**src/rtl/audio_pkg.sv**
```systemverilog
// Shared defaults, state encodings and saturation limits for the drum voice
// scheduler and its per-voice channels.
package audio_pkg;

  localparam int NUM_VOICES_DEF = 4;
  localparam int ADDR_W_DEF     = 13;
  localparam int DATA_W_DEF     = 24;

  localparam logic signed [DATA_W_DEF-1:0] SAT_MAX_DEF = {1'b0, {(DATA_W_DEF-1){1'b1}}};
  localparam logic signed [DATA_W_DEF-1:0] SAT_MIN_DEF = {1'b1, {(DATA_W_DEF-1){1'b0}}};

  typedef enum logic {
    V_IDLE = 1'b0,
    V_PLAY = 1'b1
  } voice_state_t;

  typedef enum logic [1:0] {
    M_IDLE  = 2'd0,
    M_WAIT1 = 2'd1,
    M_WAIT2 = 2'd2
  } mix_state_t;

endpackage

```
**src/rtl/drum_voice_channel.sv**
```systemverilog
// One drum voice: trigger edge detector, play/idle state and ROM address
// counter that steps once per sample tick and stops after the last word.
module drum_voice_channel
  import audio_pkg::*;
#(
  parameter int ADDR_W = ADDR_W_DEF
) (
  input  logic              clk_i,
  input  logic              rst_i,
  input  logic              tick_i,
  input  logic              trig_i,
  output logic [ADDR_W-1:0] addr_o,
  output logic              active_o
);

  logic              trig_prev_q;
  voice_state_t      state_q;
  logic [ADDR_W-1:0] addr_q;
  logic              trig_edge;

  // Previous-trigger resets high so a pad held through reset does not fire.
  assign trig_edge = trig_i & ~trig_prev_q;

  always_ff @(posedge clk_i) begin
    if (rst_i) begin
      trig_prev_q <= 1'b1;
      state_q     <= V_IDLE;
      addr_q      <= '0;
    end else begin
      trig_prev_q <= trig_i;
      if (trig_edge) begin
        addr_q  <= '0;
        state_q <= V_PLAY;
      end else if (tick_i && state_q == V_PLAY) begin
        if (addr_q == '1) begin
          addr_q  <= '0;
          state_q <= V_IDLE;
        end else begin
          addr_q <= addr_q + 1'b1;
        end
      end
    end
  end

  assign addr_o   = addr_q;
  assign active_o = (state_q == V_PLAY);

endmodule

```
**src/rtl/drum_voice_scheduler.sv**
```systemverilog
// Drum voice scheduler: sample-tick detection, per-voice channels, ROM fetch
// timing, saturating mixer and valid/ready hand-off to the codec.
module drum_voice_scheduler
  import audio_pkg::*;
#(
  parameter int NUM_VOICES = NUM_VOICES_DEF,
  parameter int ADDR_W     = ADDR_W_DEF,
  parameter int DATA_W     = DATA_W_DEF,
  parameter int GAIN_SHIFT = 1
) (
  input  logic                         CLOCK_50,
  input  logic                         reset,
  input  logic                         audio_clk,
  input  logic [NUM_VOICES-1:0]        trig,
  output logic [NUM_VOICES*ADDR_W-1:0] rom_addr,
  input  logic [NUM_VOICES*DATA_W-1:0] rom_q,
  output logic [NUM_VOICES-1:0]        voice_active,
  output logic signed [DATA_W-1:0]     mix_data,
  output logic                         mix_valid,
  input  logic                         mix_ready,
  output logic                         overrun
);

  localparam int SUM_W = DATA_W + 2 + GAIN_SHIFT;
  localparam logic signed [SUM_W-1:0] SUM_MAX =
    {{(SUM_W-DATA_W+1){1'b0}}, {(DATA_W-1){1'b1}}};
  localparam logic signed [SUM_W-1:0] SUM_MIN =
    {{(SUM_W-DATA_W+1){1'b1}}, {(DATA_W-1){1'b0}}};

  function automatic logic signed [DATA_W-1:0] saturate(input logic signed [SUM_W-1:0] s);
    if (s > SUM_MAX)      return SUM_MAX[DATA_W-1:0];
    else if (s < SUM_MIN) return SUM_MIN[DATA_W-1:0];
    else                  return s[DATA_W-1:0];
  endfunction

  logic       audio_clk_prev_q;
  logic       tick_p0;
  mix_state_t mix_state_q;

  assign tick_p0 = audio_clk & ~audio_clk_prev_q;

  for (genvar v = 0; v < NUM_VOICES; v++) begin : g_voice
    drum_voice_channel #(.ADDR_W(ADDR_W)) u_channel (
      .clk_i    (CLOCK_50),
      .rst_i    (reset),
      .tick_i   (tick_p0),
      .trig_i   (trig[v]),
      .addr_o   (rom_addr[v*ADDR_W +: ADDR_W]),
      .active_o (voice_active[v])
    );
  end

  // Stage p2: ROM data for the post-tick addresses is on rom_q; idle voices are muted.
  logic signed [SUM_W-1:0] sum_p2;
  logic signed [SUM_W-1:0] gained_p2;

  always_comb begin
    sum_p2 = '0;
    for (int v = 0; v < NUM_VOICES; v++) begin
      if (voice_active[v])
        sum_p2 = sum_p2 + SUM_W'(signed'(rom_q[v*DATA_W +: DATA_W]));
    end
    gained_p2 = sum_p2 <<< GAIN_SHIFT;
  end

  always_ff @(posedge CLOCK_50) begin
    if (reset) begin
      audio_clk_prev_q <= 1'b1;
      mix_state_q      <= M_IDLE;
      mix_data         <= '0;
      mix_valid        <= 1'b0;
      overrun          <= 1'b0;
    end else begin
      audio_clk_prev_q <= audio_clk;
      case (mix_state_q)
        M_IDLE:  if (tick_p0) mix_state_q <= M_WAIT1;
        M_WAIT1: mix_state_q <= M_WAIT2;
        M_WAIT2: mix_state_q <= M_IDLE;
        default: mix_state_q <= M_IDLE;
      endcase
      // A new sample wins over a same-cycle transfer; overwriting an unsent one is flagged.
      if (mix_state_q == M_WAIT2) begin
        mix_data  <= saturate(gained_p2);
        mix_valid <= 1'b1;
        if (mix_valid && !mix_ready) overrun <= 1'b1;
      end else if (mix_valid && mix_ready) begin
        mix_valid <= 1'b0;
      end
    end
  end

endmodule

```
**config.mk**
```make
export PLATFORM = sky130hd
export DESIGN_NAME = drum_voice_scheduler
export DESIGN_NICKNAME = d
export VERILOG_FILES = /design/src/rtl/audio_pkg.sv /design/src/rtl/drum_voice_channel.sv /design/src/rtl/drum_voice_scheduler.sv
export SDC_FILE = /design/constraint.sdc
export NUM_CORES = 1
export LEC_CHECK = 0
export ABC_AREA = 1
export CORE_ASPECT_RATIO = 1.25
export CORE_MARGIN = 3
export CORE_UTILIZATION = 58
export DETAILED_ROUTE_END_ITERATION = 8
export HOLD_SLACK_MARGIN = 0.08
export MAX_ROUTING_LAYER = met4
export PLACE_DENSITY = 0.88
export SLEW_MARGIN = 20
export SYNTH_ARGS = -nofsm -noshare
export SYNTH_HDL_FRONTEND = slang
export SYNTH_SLANG_ARGS = --single-unit
```
**constraint.sdc**
```tcl
create_clock -name CLOCK_50 -period 11.2 [get_ports CLOCK_50]
set_clock_uncertainty 0.1 [all_clocks]
set_input_delay 3.36 -clock CLOCK_50 [delete_from_list [all_inputs] [get_ports CLOCK_50]]
set_output_delay 3.36 -clock CLOCK_50 [all_outputs]
set_load 0.005 [all_outputs]
```
# Word-level counts from Yosys, hierarchy flattened
# Index checks and enable logic that the tools add are counted.
[word_totals] register_bits=89 input_bits=104 output_inout_bits=82 wordCells=95
[op_classes] n_addsub=7 magnitude_cmp=2 eq_ne=7 n_mux=26 n_bitwise=10 n_reduce_logical=26
[op_table] operator="two-way mux 26 bit" count=4
[op_table] operator="adder 26 x 24 -> 26 bit" count=3
[op_table] operator="adder 13 x 1 -> 13 bit, second input constant" count=4
[op_table] operator="== test 13 bit, second input constant" count=4
[op_table] operator="two-way mux 13 bit" count=4
[op_table] operator="two-way mux 24 bit" count=2
[op_table] operator="greater-than comparator 27 x 24 -> 1 bit, second input constant" count=1
[op_table] operator="< comparator 27 x 24 -> 1 bit, second input constant" count=1
[op_table] operator="nonzero test 2 bit" count=9
[op_table] operator="two-way mux 1 bit" count=14
[op_table] operator="AND reduction 2 bit" count=5
[op_table] operator="OR reduction 2 bit" count=4
[op_table] operator="logical AND 1 bit" count=6
[op_table] operator="AND 1 bit" count=5
[op_table] operator="inverter 1 bit" count=5
[op_table] operator="one-hot mux 2 bit (2 select lines)" count=1
[op_table] operator="== test 2 x 1 -> 1 bit, second input constant" count=1
[op_table] operator="== test 2 bit, second input constant" count=1
[op_table] operator="zero test 2 bit" count=1
[op_table] operator="two-way mux 2 bit" count=1
[op_table] operator="inequality test 2 x 1 -> 1 bit, second input constant" count=1
[op_table] operator="zero test 1 bit" count=1

# Longest topological paths before layout
[depth] ltp_word=10 depth_mapped=47 ltp_nobuf=44

# Hierarchy
# Synthesis repeated with hierarchy kept, for this count alone.
[hier_totals] hier_cells=1631 area_unflattened_um2=9547.9
[by_module_without_submodules] mod="drum_voice_scheduler" n_inst=1 cells_each=1211 area_per_inst_um2=6605.1 seq_area_each_um2=580.6
[by_module_without_submodules] mod="drum_voice_channel" n_inst=4 cells_each=105 area_per_inst_um2=735.7 seq_area_each_um2=300.3

# Worst setup path before layout
# Ideal clock, no wire load.
[synth_timing] kind="input -> register" start="in rom_q[0]" end="reg mix_data[13]" setup_time_ns=0.122 t_arrival_ns=8.222 required_time_ns=10.978 setup_slack_ns=2.757 stages=36 path_buffers=1 cell_sequence="nand2_1 -> inv_1 -> ha_1 -> fa_1 -> nand3_1 -> nand2_1 -> a31o_2 -> or2_2 -> nand3_1 -> o21ai_0 -> ha_1 -> nand2_1 -> inv_1 -> a21oi_1 -> nand2_1 -> a21oi_1 -> o21ai_0 -> nand2_1 -> nand2_1 -> or2_2 -> nand3_1 -> nand2_1 -> ha_1 -> nand2_1 -> nor3_1 -> nor3b_1 -> nand3_1 -> nand3_1 -> nand2_1 -> nand2_1 -> nand2_1 -> nand2_1 -> nand3_1 -> a21oi_4 -> buf_6 -> a21oi_2"
[synth_via] elab_chain_len=10 word_cells_on_any_way=11 cone_classes="3 x add/sub; 2 x order compare; 6 x mux"
[synth_lines] item="from (decl)" line="drum_voice_scheduler.sv:16" rtl="input logic [NUM_VOICES*DATA_W-1:0] rom_q,"
[synth_lines] item="two-way mux 26 bit (*)" line="drum_voice_scheduler.sv:60" rtl="if (voice_active[v])"
[synth_lines] item="adder 26 x 24 -> 26 bit" line="drum_voice_scheduler.sv:61" rtl="sum_p2 = sum_p2 + SUM_W'(signed'(rom_q[v*DATA_W +: DATA_W]));"
[synth_lines] item="two-way mux 26 bit (*)" line="drum_voice_scheduler.sv:60"
[synth_lines] item="adder 26 x 24 -> 26 bit" line="drum_voice_scheduler.sv:61"
[synth_lines] item="two-way mux 26 bit (*)" line="drum_voice_scheduler.sv:60"
[synth_lines] item="adder 26 x 24 -> 26 bit" line="drum_voice_scheduler.sv:61"
[synth_lines] item="two-way mux 26 bit (*)" line="drum_voice_scheduler.sv:60"
[synth_lines] item="< comparator 27 x 24 -> 1 bit" line="drum_voice_scheduler.sv:32" rtl="else if (s < SUM_MIN) return SUM_MIN[DATA_W-1:0];"
[synth_lines] item="two-way mux 24 bit" line="drum_voice_scheduler.sv:32"
[synth_lines] item="two-way mux 24 bit (*)" line="drum_voice_scheduler.sv:31" rtl="if (s > SUM_MAX) return SUM_MAX[DATA_W-1:0];"
[synth_lines] item="to (signal assigned)" line="drum_voice_scheduler.sv:83" rtl="mix_data <= saturate(gained_p2);"
[synth_lines] item="to (decl)" line="drum_voice_scheduler.sv:18" rtl="output logic signed [DATA_W-1:0] mix_data,"
# Mark *: on every way between the ends. The rest lies on a longest branch, timed or not.
# A chain may end at the register's enable or synchronous reset.

# Worst setup path in the final report
[layout_timing] start="in rom_q[0]" end="reg mix_data[10]"
# Same word-level chain as after synthesis.

==> out/results.txt <==
Synthesis instantiated 45 different standard cells from the library. Along the worst path, the maximum fanout reaches 23. Setup repair after global routing left no endpoint under its margin. Type of element launching the critical path: an input pin. The logs give 0.35 ns for the clock insertion delay at the later pin of the skew report and 789 for the number of design-rule violations left by the first detailed-router iteration. Data on the critical path arrives at its endpoint at 9.90 ns. The die is 147.8 um tall. The clock tree synthesis step divided the H-tree into 3 levels.

The routed design has 28.44 mm of wire. In the synthesized netlist the async set-or-reset flop fraction comes to 0%. The die area came out at 17650 um^2. For this run, the top clock speed supported by timing is 102.0 MHz.

The cell that appears most often on the critical path is sky130_fd_sc_hd__nand2_1. Summed over all cells, the static leakage comes to 0.005598 uW. The die is 119.4 um wide. Synthesis produced a netlist whose cell count is 1565. Buffer type at the clock tree root: sky130_fd_sc_hd__clkbuf_16. In this run the cell area of the synthesized design comes to 9328 um^2. The final route contains 10930 vias.

With fillers left out, the area of the finished cells amounts to 11640 um^2. The pin count of the biggest net entering global routing was 43; the vias per cell was 5.598. The synthesized design contains 89 register bits. After global routing the overflow that remains totals 0. Max-cap violations in this run came to 0. For this design the ratio of total power to cell area is 86.84 nW/um^2. STA puts the critical path data required time at 11.30 ns. Total power for the finished layout comes to 1011 uW. The flow ran to the end, and the final reports show no timing, DRC or antenna violations. The total of buffers placed on input and output ports is 185, and the buffer depth of the longest clock path is 2. A synthesized cell averages 5.960 um^2. For the pin with the worst max-slew slack, the measured transition is 1.068 ns. The detailed placement HPWL is 23.17 mm, and the final-stage net count is 1916. The clock transition at the registers of the reported paths works out to 0.07 ns.

The worst path uses 87.55% of the clock period. Row generation in the floorplan step produced 51 rows. The Yosys step of the flow raised 0 warnings. The number of endpoints failing setup at the final stage is 0. The most used flip-flop cell after synthesis is sky130_fd_sc_hd__dfxtp_1. Hold repair after CTS inserted 0 buffers.

For the CTS buffer count, the log shows 9. The critical path class was input pin to register. For this configuration, the core starts out at a cell density of 59.42%.

After detailed placement, the total cell area comes to 11320 um^2. The detail route stage leaves a number of antenna-violating nets equal to 0. STA classifies the critical path endpoint as a register. In the final routed layout, each cell accounts on average for 14.56 um.

The congestion estimate from routability-driven global placement came to 0.9740. Global routing used 32.62% of the available tracks across all layers. The clock drives 89 sinks. The I/O pin count is 186. Cells with a size suffix above 1 make up 4.538% of the layout. In this design, the stage delay of the slowest critical-path cell is 0.71 ns.

The number of gates resized after CTS was 0. The slowest stage of the critical path belongs to the cell sky130_fd_sc_hd__a21oi_4. The first global-routing pass estimated 46.72 mm of wire. Worst supply voltage drop on vdd: 0.06860 mV.

0 antenna diodes ended up in the layout. In the layout the commonest cells are 417 x sky130_fd_sc_hd__nand2_1, 210 x sky130_fd_sc_hd__inv_1, 185 x sky130_fd_sc_hd__clkdlybuf4s50_1. Buffers added to address setup during post-CTS repair amount to 0.

The routed design could run at a clock period as short as 9.806 ns. The core region is 15700 um^2. The tools report the initial antenna violation count as 0. The number of detailed-routing iterations run before antenna repair is 6, and the synthesized netlist net count is 1745.

The number of flops mapped to enable cells by yosys is 0. The number of max-slew violations in the final report is 0, and the synthesis-to-finish area growth is 24.83%. TritonCTS built the clock tree. Worst max-slew margin expressed relative to the limit: 28.68%. The class of the tightest hold or removal check was register to register. For the number of endpoints with negative hold slack in the final report, the log shows 0. For the via count of the first global-routing pass, the log shows 10230. In the routed design, unresolved DRC markers number 0.

The share of the Yosys chip area taken by registers is 19.10%. Leaving out fill and tap cells, the most frequent cell in the layout is sky130_fd_sc_hd__nand2_1. The run gives 0 ns as the summed negative setup slack over all endpoints.
[stage by stage]
step,instances,setup WS (ns),utilization (%),hold slack (ns)
global placement,1937,1.096,72.13,0.3086
finish,1953,1.394,74.18,0.3386
global route,1953,0.8598,74.18,0.3556
CTS,1953,1.487,74.18,0.3401
detailed placement,1937,1.140,72.13,0.3197
floorplan,1565,2.757,-,0.3003
[worst max-delay path, delay by kind of cell]
kind / cells / cell delay [ns]
fa+ha+maj: 4 / 1.29
compound gates: 9 / 2.17
simple gates: 18 / 2.32
buf+inv: 4 / 0.59
xor+xnor: 1 / 0.16
[cell usage after synthesis (2+ instances only)]
| master | n | share of area, % |
|---|---|---|
| sky130_fd_sc_hd__a211oi_1 | 5 | 0.40 |
| sky130_fd_sc_hd__a21boi_0 | 3 | 0.24 |
| sky130_fd_sc_hd__a21o_1 | 8 | 0.64 |
| sky130_fd_sc_hd__a21oi_1 | 115 | 6.2 |
| sky130_fd_sc_hd__a21oi_2 | 19 | 1.8 |
| sky130_fd_sc_hd__a221oi_1 | 3 | 0.28 |
| sky130_fd_sc_hd__a31o_2 | 5 | 0.47 |
| sky130_fd_sc_hd__a31oi_1 | 12 | 0.80 |
| sky130_fd_sc_hd__and2_1 | 6 | 0.40 |
| sky130_fd_sc_hd__buf_1 | 4 | 0.16 |
| sky130_fd_sc_hd__buf_4 | 5 | 0.40 |
| sky130_fd_sc_hd__buf_6 | 5 | 0.60 |
| sky130_fd_sc_hd__clkbuf_1 | 18 | 0.72 |
| sky130_fd_sc_hd__dfxtp_1 | 89 | 19 |
| sky130_fd_sc_hd__fa_1 | 3 | 0.64 |
| sky130_fd_sc_hd__ha_1 | 73 | 9.8 |
| sky130_fd_sc_hd__inv_1 | 210 | 8.5 |
| sky130_fd_sc_hd__nand2_1 | 417 | 17 |
| sky130_fd_sc_hd__nand2_2 | 10 | 0.67 |
| sky130_fd_sc_hd__nand3_1 | 110 | 5.9 |
| sky130_fd_sc_hd__nand3_2 | 3 | 0.32 |
| sky130_fd_sc_hd__nand3b_1 | 3 | 0.24 |
| sky130_fd_sc_hd__nand4_1 | 34 | 2.3 |
| sky130_fd_sc_hd__nor2_1 | 166 | 6.7 |
| sky130_fd_sc_hd__nor2_2 | 3 | 0.20 |
| sky130_fd_sc_hd__nor3_1 | 33 | 1.8 |
| sky130_fd_sc_hd__nor3b_1 | 8 | 0.64 |
| sky130_fd_sc_hd__nor4_1 | 3 | 0.20 |
| sky130_fd_sc_hd__o21a_1 | 4 | 0.32 |
| sky130_fd_sc_hd__o21ai_0 | 104 | 5.6 |
| sky130_fd_sc_hd__o21ai_1 | 2 | 0.11 |
| sky130_fd_sc_hd__o21bai_1 | 10 | 0.80 |
| sky130_fd_sc_hd__o221a_2 | 2 | 0.24 |
| sky130_fd_sc_hd__o221ai_1 | 2 | 0.19 |
| sky130_fd_sc_hd__o22ai_1 | 2 | 0.13 |
| sky130_fd_sc_hd__o31ai_1 | 2 | 0.16 |
| sky130_fd_sc_hd__or2_2 | 11 | 0.74 |
| sky130_fd_sc_hd__xnor2_1 | 13 | 1.2 |
| sky130_fd_sc_hd__xor2_1 | 34 | 3.2 |
[report_power, final]
part           total (uW)  switching (uW)  internal [uW]
clock network         321             142            180
logic                 366             223            143
registers             323            3.36            320
[logic make-up (layout without fill, tap and decap cells)]
kind of cell,Yosys count,count (layout),share of synthesized area [%]
and+or+nand+nor,807,807,36.83
AOI/OAI and AO/OA,301,301,18.67
buffers and inverters,244,420,10.44
DFF,89,89,19.10
adders and majority gates,76,76,10.44
xor gates and xnor gates,47,47,4.413
muxes,1,1,0.1073
[registers in the layout (all words and copies together) (netlist names)]
name                           count
audio_clk_prev_q                   1
g_voice.u_channel.active_o         4
g_voice.u_channel.addr_o          52
g_voice.u_channel.trig_prev_q      4
mix_data                          24
mix_state_q                        2
mix_valid                          1
overrun                            1
[final cells by class]
class	count	area [um^2]
Multi-Input combinational cell	1232	6573
Fill cell	1327	4054
Timing Repair Buffer	193	1912
Sequential cell	89	1782
Inverter	211	792.0
Tap cell	212	265.3
Clock buffer	9	225.2
Clock inverter	7	95.09
[final timing paths]
kind                                      start             end  slack [ns]  depth (start not counted)
hold reg to reg                  mix_state_q[0]  mix_state_q[0]        0.34                          1
hold / removal                   mix_state_q[0]  mix_state_q[0]        0.34                          1
setup reg to reg  g_voice[0].u_channel.active_o    mix_data[10]        4.11                         39
setup / recovery                       rom_q[0]    mix_data[10]        1.39                         36
[routing by layer]
| metal | vias to the layer above | global-route usage (%) | routed length (um) |
|---|---|---|---|
| met1 | 4961 | 39.41 | 11910 |
| met3 | 77 | 3.636 | 1574 |
| li1 | 5499 | - | - |
| met5 | - | - | 0 |
| met2 | 396 | 56.29 | 13950 |
| met4 | 0 | 11.69 | 1009 |
No activity file was read; power rests on OpenSTA's default activity.
